<file path="config.mk">
export PLATFORM = sky130hd
export DESIGN_NAME = seg_scan_driver_flat
export DESIGN_NICKNAME = d
export VERILOG_FILES = /design/src/rtl/seg_scan_driver_if.sv /design/src/rtl/seg_scan_driver.sv /design/src/flat_wrapper.sv
export SDC_FILE = /design/constraint.sdc
export NUM_CORES = 1
export LEC_CHECK = 0
export BUFFER_PORTS_ARGS = -buffer_cell sky130_fd_sc_hd__buf_2
export CORE_ASPECT_RATIO = 0.6
export CORE_MARGIN = 3
export CORE_UTILIZATION = 55
export CTS_BUF_LIST = sky130_fd_sc_hd__clkbuf_2
export DETAILED_ROUTE_END_ITERATION = 8
export GPL_TIMING_DRIVEN = 0
export HOLD_SLACK_MARGIN = 0.05
export PLACE_DENSITY = 0.76
export SYNTH_ARGS = -nofsm -noshare
export SYNTH_HDL_FRONTEND = slang
export SYNTH_SLANG_ARGS = --single-unit
</file>
<file path="constraint.sdc">
create_clock -name clk -period 5.6 [get_ports clk]
set_input_delay 1.12 -clock clk [delete_from_list [all_inputs] [get_ports clk]]
set_output_delay 1.12 -clock clk [all_outputs]
set_load 0.01 [all_outputs]
</file>
<file path="src/rtl/seg_scan_driver_if.sv">
// Bundle of display data, load strobe and multiplexed LED drive lines.
// The master side supplies digit data; the slave side (the driver) owns seg/dp/an/scan_tick.
interface seg_scan_driver_if #(
   parameter int NUM_DIGITS = 4
);
   logic                      load;
   logic [4*NUM_DIGITS-1:0]   digits;
   logic [NUM_DIGITS-1:0]     dp_in;
   logic [NUM_DIGITS-1:0]     blink_mask;
   logic [NUM_DIGITS-1:0]     digit_en;
   logic                      lz_blank;
   logic [6:0]                seg;
   logic                      dp;
   logic [NUM_DIGITS-1:0]     an;
   logic                      scan_tick;

   modport master (
      output load, digits, dp_in, blink_mask, digit_en, lz_blank,
      input  seg, dp, an, scan_tick
   );

   modport slave (
      input  load, digits, dp_in, blink_mask, digit_en, lz_blank,
      output seg, dp, an, scan_tick
   );
endinterface

</file>
<file path="src/rtl/seg_scan_driver.sv">
// Multiplexed 7-segment scan driver: time-slices NUM_DIGITS digits with BCD decode,
// leading-zero blanking, per-digit enable/blink and active-low registered drives.
module seg_scan_driver #(
   parameter int NUM_DIGITS = 4,
   parameter int SCAN_BITS  = 17,
   parameter int BLINK_BITS = 6
) (
   input  logic               clk,
   input  logic               rst,
   seg_scan_driver_if.slave   bus
);
   localparam int              IDX_W    = (NUM_DIGITS > 2) ? $clog2(NUM_DIGITS) : 1;
   localparam logic [IDX_W-1:0] IDX_LAST = IDX_W'(NUM_DIGITS - 1);

   logic [SCAN_BITS-1:0]  scan_cnt_q;
   logic [IDX_W-1:0]      idx_q;
   logic [BLINK_BITS-1:0] blink_cnt_q;
   logic                  blink_phase_q;

   logic [3:0]            dig_q [NUM_DIGITS];
   logic [NUM_DIGITS-1:0] dp_q;
   logic [NUM_DIGITS-1:0] blink_q;
   logic [NUM_DIGITS-1:0] en_q;
   logic                  lz_q;

   logic [6:0]            seg_q;
   logic                  dp_out_q;
   logic [NUM_DIGITS-1:0] an_q;

   logic [6:0]            seg_d;
   logic                  dp_d;
   logic [NUM_DIGITS-1:0] an_d;

   logic                  tick;
   logic [NUM_DIGITS:1]   zero_from;
   logic [NUM_DIGITS-1:0] blank;
   logic [6:0]            seg_dig [NUM_DIGITS];
   logic [NUM_DIGITS-1:0] dp_dig;

   function automatic logic [6:0] seg_decode(input logic [3:0] bcd);
      case (bcd)
         4'd0:    seg_decode = 7'b1000000;
         4'd1:    seg_decode = 7'b1111001;
         4'd2:    seg_decode = 7'b0100100;
         4'd3:    seg_decode = 7'b0110000;
         4'd4:    seg_decode = 7'b0011001;
         4'd5:    seg_decode = 7'b0010010;
         4'd6:    seg_decode = 7'b0000010;
         4'd7:    seg_decode = 7'b1011000;
         4'd8:    seg_decode = 7'b0000000;
         4'd9:    seg_decode = 7'b0011000;
         default: seg_decode = 7'b1111111;
      endcase
   endfunction

   assign tick = (scan_cnt_q == '1);

   // zero_from[i]: every enabled digit from i upward holds 0; disabled digits pass the chain.
   assign zero_from[NUM_DIGITS] = 1'b1;

   generate
      for (genvar gi = 1; gi < NUM_DIGITS; gi++) begin : g_chain
         assign zero_from[gi] = zero_from[gi+1] & (~en_q[gi] | (dig_q[gi] == 4'd0));
      end

      for (genvar gi = 0; gi < NUM_DIGITS; gi++) begin : g_digit
         logic dark;

         if (gi == 0) begin : g_lsd
            assign blank[gi] = 1'b0;
         end else begin : g_upper
            assign blank[gi] = lz_q & zero_from[gi];
         end

         assign dark        = blink_phase_q & blink_q[gi];
         assign seg_dig[gi] = (~en_q[gi] | blank[gi] | dark) ? 7'b1111111 : seg_decode(dig_q[gi]);
         assign dp_dig[gi]  = (~en_q[gi] | dark) ? 1'b1 : ~dp_q[gi];
      end
   endgenerate

   always_comb begin
      seg_d = 7'b1111111;
      dp_d  = 1'b1;
      an_d  = '1;
      for (int i = 0; i < NUM_DIGITS; i++) begin
         if (idx_q == IDX_W'(i)) begin
            seg_d   = seg_dig[i];
            dp_d    = dp_dig[i];
            an_d[i] = ~en_q[i];
         end
      end
   end

   always_ff @(posedge clk) begin
      if (rst) begin
         scan_cnt_q    <= '0;
         idx_q         <= '0;
         blink_cnt_q   <= '0;
         blink_phase_q <= 1'b0;
         for (int i = 0; i < NUM_DIGITS; i++) begin
            dig_q[i] <= 4'd0;
         end
         dp_q     <= '0;
         blink_q  <= '0;
         en_q     <= '1;
         lz_q     <= 1'b0;
         seg_q    <= 7'b1111111;
         dp_out_q <= 1'b1;
         an_q     <= '1;
      end else begin
         scan_cnt_q <= scan_cnt_q + SCAN_BITS'(1);
         if (tick) begin
            idx_q       <= (idx_q == IDX_LAST) ? '0 : idx_q + IDX_W'(1);
            blink_cnt_q <= blink_cnt_q + BLINK_BITS'(1);
            if (blink_cnt_q == '1) begin
               blink_phase_q <= ~blink_phase_q;
            end
         end
         if (bus.load) begin
            for (int i = 0; i < NUM_DIGITS; i++) begin
               dig_q[i] <= bus.digits[4*i +: 4];
            end
            dp_q    <= bus.dp_in;
            blink_q <= bus.blink_mask;
            en_q    <= bus.digit_en;
            lz_q    <= bus.lz_blank;
         end
         seg_q    <= seg_d;
         dp_out_q <= dp_d;
         an_q     <= an_d;
      end
   end

   assign bus.seg       = seg_q;
   assign bus.dp        = dp_out_q;
   assign bus.an        = an_q;
   assign bus.scan_tick = tick & ~rst;

endmodule

</file>
<file path="src/flat_wrapper.sv">
// flat-port wrapper written by rule: the top's interface ports become plain ports
module seg_scan_driver_flat 
#(
   parameter int NUM_DIGITS = 4,
   parameter int SCAN_BITS  = 17,
   parameter int BLINK_BITS = 6
)
  (clk, rst, bus_load, bus_digits, bus_dp_in, bus_blink_mask, bus_digit_en, bus_lz_blank, bus_seg, bus_dp, bus_an, bus_scan_tick);
  seg_scan_driver_if #(.NUM_DIGITS(NUM_DIGITS)) bus_i ();
  input  logic clk;
  input  logic rst;
  input wire logic [$bits(bus_i.load)-1:0] bus_load;
  input wire logic [$bits(bus_i.digits)-1:0] bus_digits;
  input wire logic [$bits(bus_i.dp_in)-1:0] bus_dp_in;
  input wire logic [$bits(bus_i.blink_mask)-1:0] bus_blink_mask;
  input wire logic [$bits(bus_i.digit_en)-1:0] bus_digit_en;
  input wire logic [$bits(bus_i.lz_blank)-1:0] bus_lz_blank;
  output wire logic [$bits(bus_i.seg)-1:0] bus_seg;
  output wire logic [$bits(bus_i.dp)-1:0] bus_dp;
  output wire logic [$bits(bus_i.an)-1:0] bus_an;
  output wire logic [$bits(bus_i.scan_tick)-1:0] bus_scan_tick;
  assign bus_i.load = bus_load;
  assign bus_i.digits = bus_digits;
  assign bus_i.dp_in = bus_dp_in;
  assign bus_i.blink_mask = bus_blink_mask;
  assign bus_i.digit_en = bus_digit_en;
  assign bus_i.lz_blank = bus_lz_blank;
  assign bus_seg = bus_i.seg;
  assign bus_dp = bus_i.dp;
  assign bus_an = bus_i.an;
  assign bus_scan_tick = bus_i.scan_tick;
  seg_scan_driver #(.NUM_DIGITS(NUM_DIGITS), .SCAN_BITS(SCAN_BITS), .BLINK_BITS(BLINK_BITS)) u_core (.clk(clk), .rst(rst), .bus(bus_i));
endmodule
</file>
==> metrics.md <==
| Metric | Value |
|---|---|
| Cell depth of the worst flop-to-flop path | `9` |
| M1 WL | `4.06 mm` |
| Drc violations | `0` |
| Worst Skew | `25.1 ps` |
| Final setup margin | `1600 ps` |
| Die Area | `7470 um^2` |
| Data required, critical path | `4480 ps` |
| Final Cell Area | `3970 um^2` |
| Peak supply drop | `0.134 mV` |
| Setup Fix Bufs, Post-CTS | `0` |
| CP arrival | `2880 ps` |
| Share of total power in the clock network | `0.298` |
| Initial antenna violation count | `0` |
| H-tree levels | `3` |
| RD Place Congestion | `0.952` |
| Placed inst area | `3850 um^2` |
| Yosys top cell by area | `dfxtp_1` |
| Largest net degree at the start of global routing | `17` |
| HPWL after detailed placement | `5.87 mm` |
| Post-layout min period | `4000 ps` |
| WL/cell | `15.1 um` |
| Total wire length | `7.86 mm` |
| Yosys warns | `0` |
| Via count | `2823` |
| Mean post-synth cell area | `9.27 um^2` |
| Hold Crit Class | `flop to flop` |
| 1st-iter DRT viols | `211` |
| Max Slew Vio Count | `0` |
| Fin nets | `491` |
| Antenna-violating nets left | `0` |
| Primary FF master, synth | `dfxtp_1` |
| DIE HEIGHT | `68.2 um` |
| Worst hold path startpoint | `u_core.en_q[1]` |
| Slew headroom | `0.526` |
| Combinational Power Share | `0.150` |
| Tcrit/Tclk final | `0.714` |
| Maximum clock path buffer count | `2` |
| Hold_buf cts | `0` |
| Synthesized net count | `438` |
| Ant. Diodes | `0` |
| FF-to-FF End | `u_core.blink_phase_q` |
| Place WS | `2270 ps` |
| Grt ovf | `0` |
| Status | `completed` |
| Fraction of registers with async set/reset | `0` |
| Max Cap Viol | `0` |
| Worst Setup Path Type | `flop to primary output` |
| Via-to-Cell Ratio | `5.43` |
| Min-Delay Endpoint | `u_core.bus.an[1]` |
| # IOs | `45` |
| Reg power frac | `0.552` |
| Top sig layer | `met4` |
| Net Sw Power | `0.000285 W` |
| Filler cell count in the final layout | `488` |
| Sum Neg Setup Slack | `0 ps` |
| Clk sinks | `67` |
| Buffers on Ports | `42` |
| Row count | `21` |
| Flop-to-flop setup slack | `2770 ps` |
| Post-cts sizing count | `0` |
| Horiz. Die Dim | `110 um` |
| Met3 wire len | `740 um` |
| Worst-Skew Late Latency | `510 ps` |
| Final setup fails | `0` |
| RR Startpoint | `u_core.scan_cnt_q[0]` |
| Root Buffer | `clkbuf_2` |
| Hold Path Depth | `1` |
| Crit. End Element | `primary output` |
| Post-Syn Area | `3540 um^2` |
| TritonCTS Buffers | `9` |
| Core area | `5890 um^2` |
| Max frequency | `250 MHz` |
| Internal power | `0.000689 W` |
| First-pass GRT wire length | `12.8 mm` |
| Switch share | `0.293` |
| Met2 WL | `3.02 mm` |
| CTS tree | `built` |
| Seq/Total Area, Yosys | `0.424` |
| Total GRT Usage | `0.229` |
| Pwr dens | `246 nW/um^2` |
| Final Hold Viols | `0` |
| Measured slew at the worst slew-check pin | `709 ps` |
| Yosys top cell area share | `0.288` |
| RSZ-0062 raised after global routing | `false` |
| P&R area growth vs syn | `12.0%` |
| LEAKAGE | `1.65 nW` |
| EDFF count, synth | `16` |
| Share of cells above drive strength 1 | `0.173` |
| Post-Syn Instances | `382` |
| Unique masters post-synth | `50` |
| TritonRoute pass-1 iters | `4` |
| Number of synthesized register bits | `67` |
| Clock slew at reported path FFs | `190 ps` |
| Critical path peak fanout | `8` |
| Initial Util | `0.602` |
| Worst setup SP type | `flop` |
| Vias in the first global route | `2523` |
| Top post-synthesis cells by area | `dfxtp_1 (29%), edfxtp_1 (14%), ha_1 (8.5%)` |
| Final core occ | `0.674` |
-- layer usage --
metal | GRT usage | vias to the layer above
met5 | 0 | -
met4 | 0.0638 | 0
met1 | 0.346 | 1290
li1 | - | 1438
met3 | 0.0650 | 5
met2 | 0.316 | 90
-- Yosys cell counts, types with 4 or more instances --
| cell | n |
|---|---|
| a211oi_1 | 4 |
| a21oi_1 | 17 |
| and2_1 | 17 |
| and3_1 | 4 |
| buf_2 | 5 |
| clkbuf_1 | 14 |
| dfxtp_1 | 51 |
| edfxtp_1 | 16 |
| ha_1 | 24 |
| inv_1 | 16 |
| mux2i_1 | 17 |
| nand2_1 | 27 |
| nand3_1 | 8 |
| nand4_1 | 8 |
| nor2_1 | 49 |
| nor2b_1 | 5 |
| nor3_1 | 4 |
| o211ai_1 | 4 |
| o21ai_0 | 24 |
| xnor2_1 | 6 |
| xor2_1 | 12 |
-- metrics by stage --
| step | cells | power [W] | hold slack [ps] |
|---|---|---|---|
| detailed placement | 504 | 0.000690 | 418 |
| global route | 520 | 0.00103 | 495 |
| floorplan | 382 | 0.000643 | 380 |
| finish | 520 | 0.000974 | 436 |
| CTS | 520 | 0.000979 | 446 |
| global placement | 504 | 0.000687 | 406 |
-- worst max-delay path by stage --
stage / end / start / depth (start not counted) / slack, ps
after floorplan: bus_scan_tick / u_core.scan_cnt_q[0] / 7 / 2670
after global placement: bus_scan_tick / u_core.scan_cnt_q[0] / 8 / 2310
after detailed placement: bus_scan_tick / u_core.scan_cnt_q[0] / 8 / 2270
after CTS: bus_scan_tick / u_core.scan_cnt_q[0] / 8 / 1580
after global routing: bus_scan_tick / u_core.scan_cnt_q[0] / 8 / 1350
final: bus_scan_tick / u_core.scan_cnt_q[0] / 8 / 1600
-- kinds of logic after synthesis --
family,share of synthesized area
multiplexers,0.0480
XOR/XNOR,0.0445
buffers and inverters,0.0463
flip-flops,0.424
AND/OR/NAND/NOR,0.206
AO/OA/AOI/OAI,0.146
adder cells (fa/ha/maj),0.0848
-- state kept, by name, summed over array words and instances, names as in the netlist, 2 cells and up --
| register | cells |
|---|---|
| u_core.bus.seg | 7 |
| u_core.en_q | 4 |
| u_core.blink_q | 4 |
| u_core.bus.an | 4 |
| u_core.blink_cnt_q | 6 |
| u_core.dp_q | 4 |
| u_core.scan_cnt_q | 17 |
| u_core.dig_q | 16 |
| u_core.idx_q | 2 |
-- area by class of cell --
type | count | area (um^2) | share of cell area
buffer | 22 | 104 | 0.0262
timing repair buffer | 42 | 210 | 0.0530
clock buffer | 10 | 50.0 | 0.0126
inverter | 16 | 60.1 | 0.0151
clock inverter | 6 | 63.8 | 0.0161
sequential | 67 | 1500 | 0.379
multi-input combinational | 277 | 1880 | 0.473
tap | 80 | 100 | 0.0252
-- worst max-delay path: stages, from the launching register on --
cell	delay [ps]
dfxtp_1	420
ha_1	240
nand2_1	110
nor4_1	500
and3_1	250
ha_1	150
clkbuf_1	350
nor2b_1	220
buf_2	150
-- cells in the final DEF, fill, tap and decap left out, drive strengths merged, types with 8 or more instances in the layout --
master	Yosys	final
dfxtp	51	51
mux2i	17	17
xor2	12	12
buf	8	50
o21ai	24	24
and2	17	17
nand4	8	8
clkbuf	14	24
inv	16	18
nand3	8	8
nor2	49	49
nand2	28	28
edfxtp	16	16
ha	24	24
a21oi	17	17
-- power by group through the flow --
stage	combinational (W)	clock (W)	sequential (W)
after global routing	0.000164	0.000322	0.000541
after detailed placement	0.000143	0	0.000547
final	0.000146	0.000291	0.000537
after CTS	0.000144	0.000298	0.000537
after floorplan	0.0000973	0	0.000545
after global placement	0.000141	0	0.000546
(Power assumes the default switching activity.)
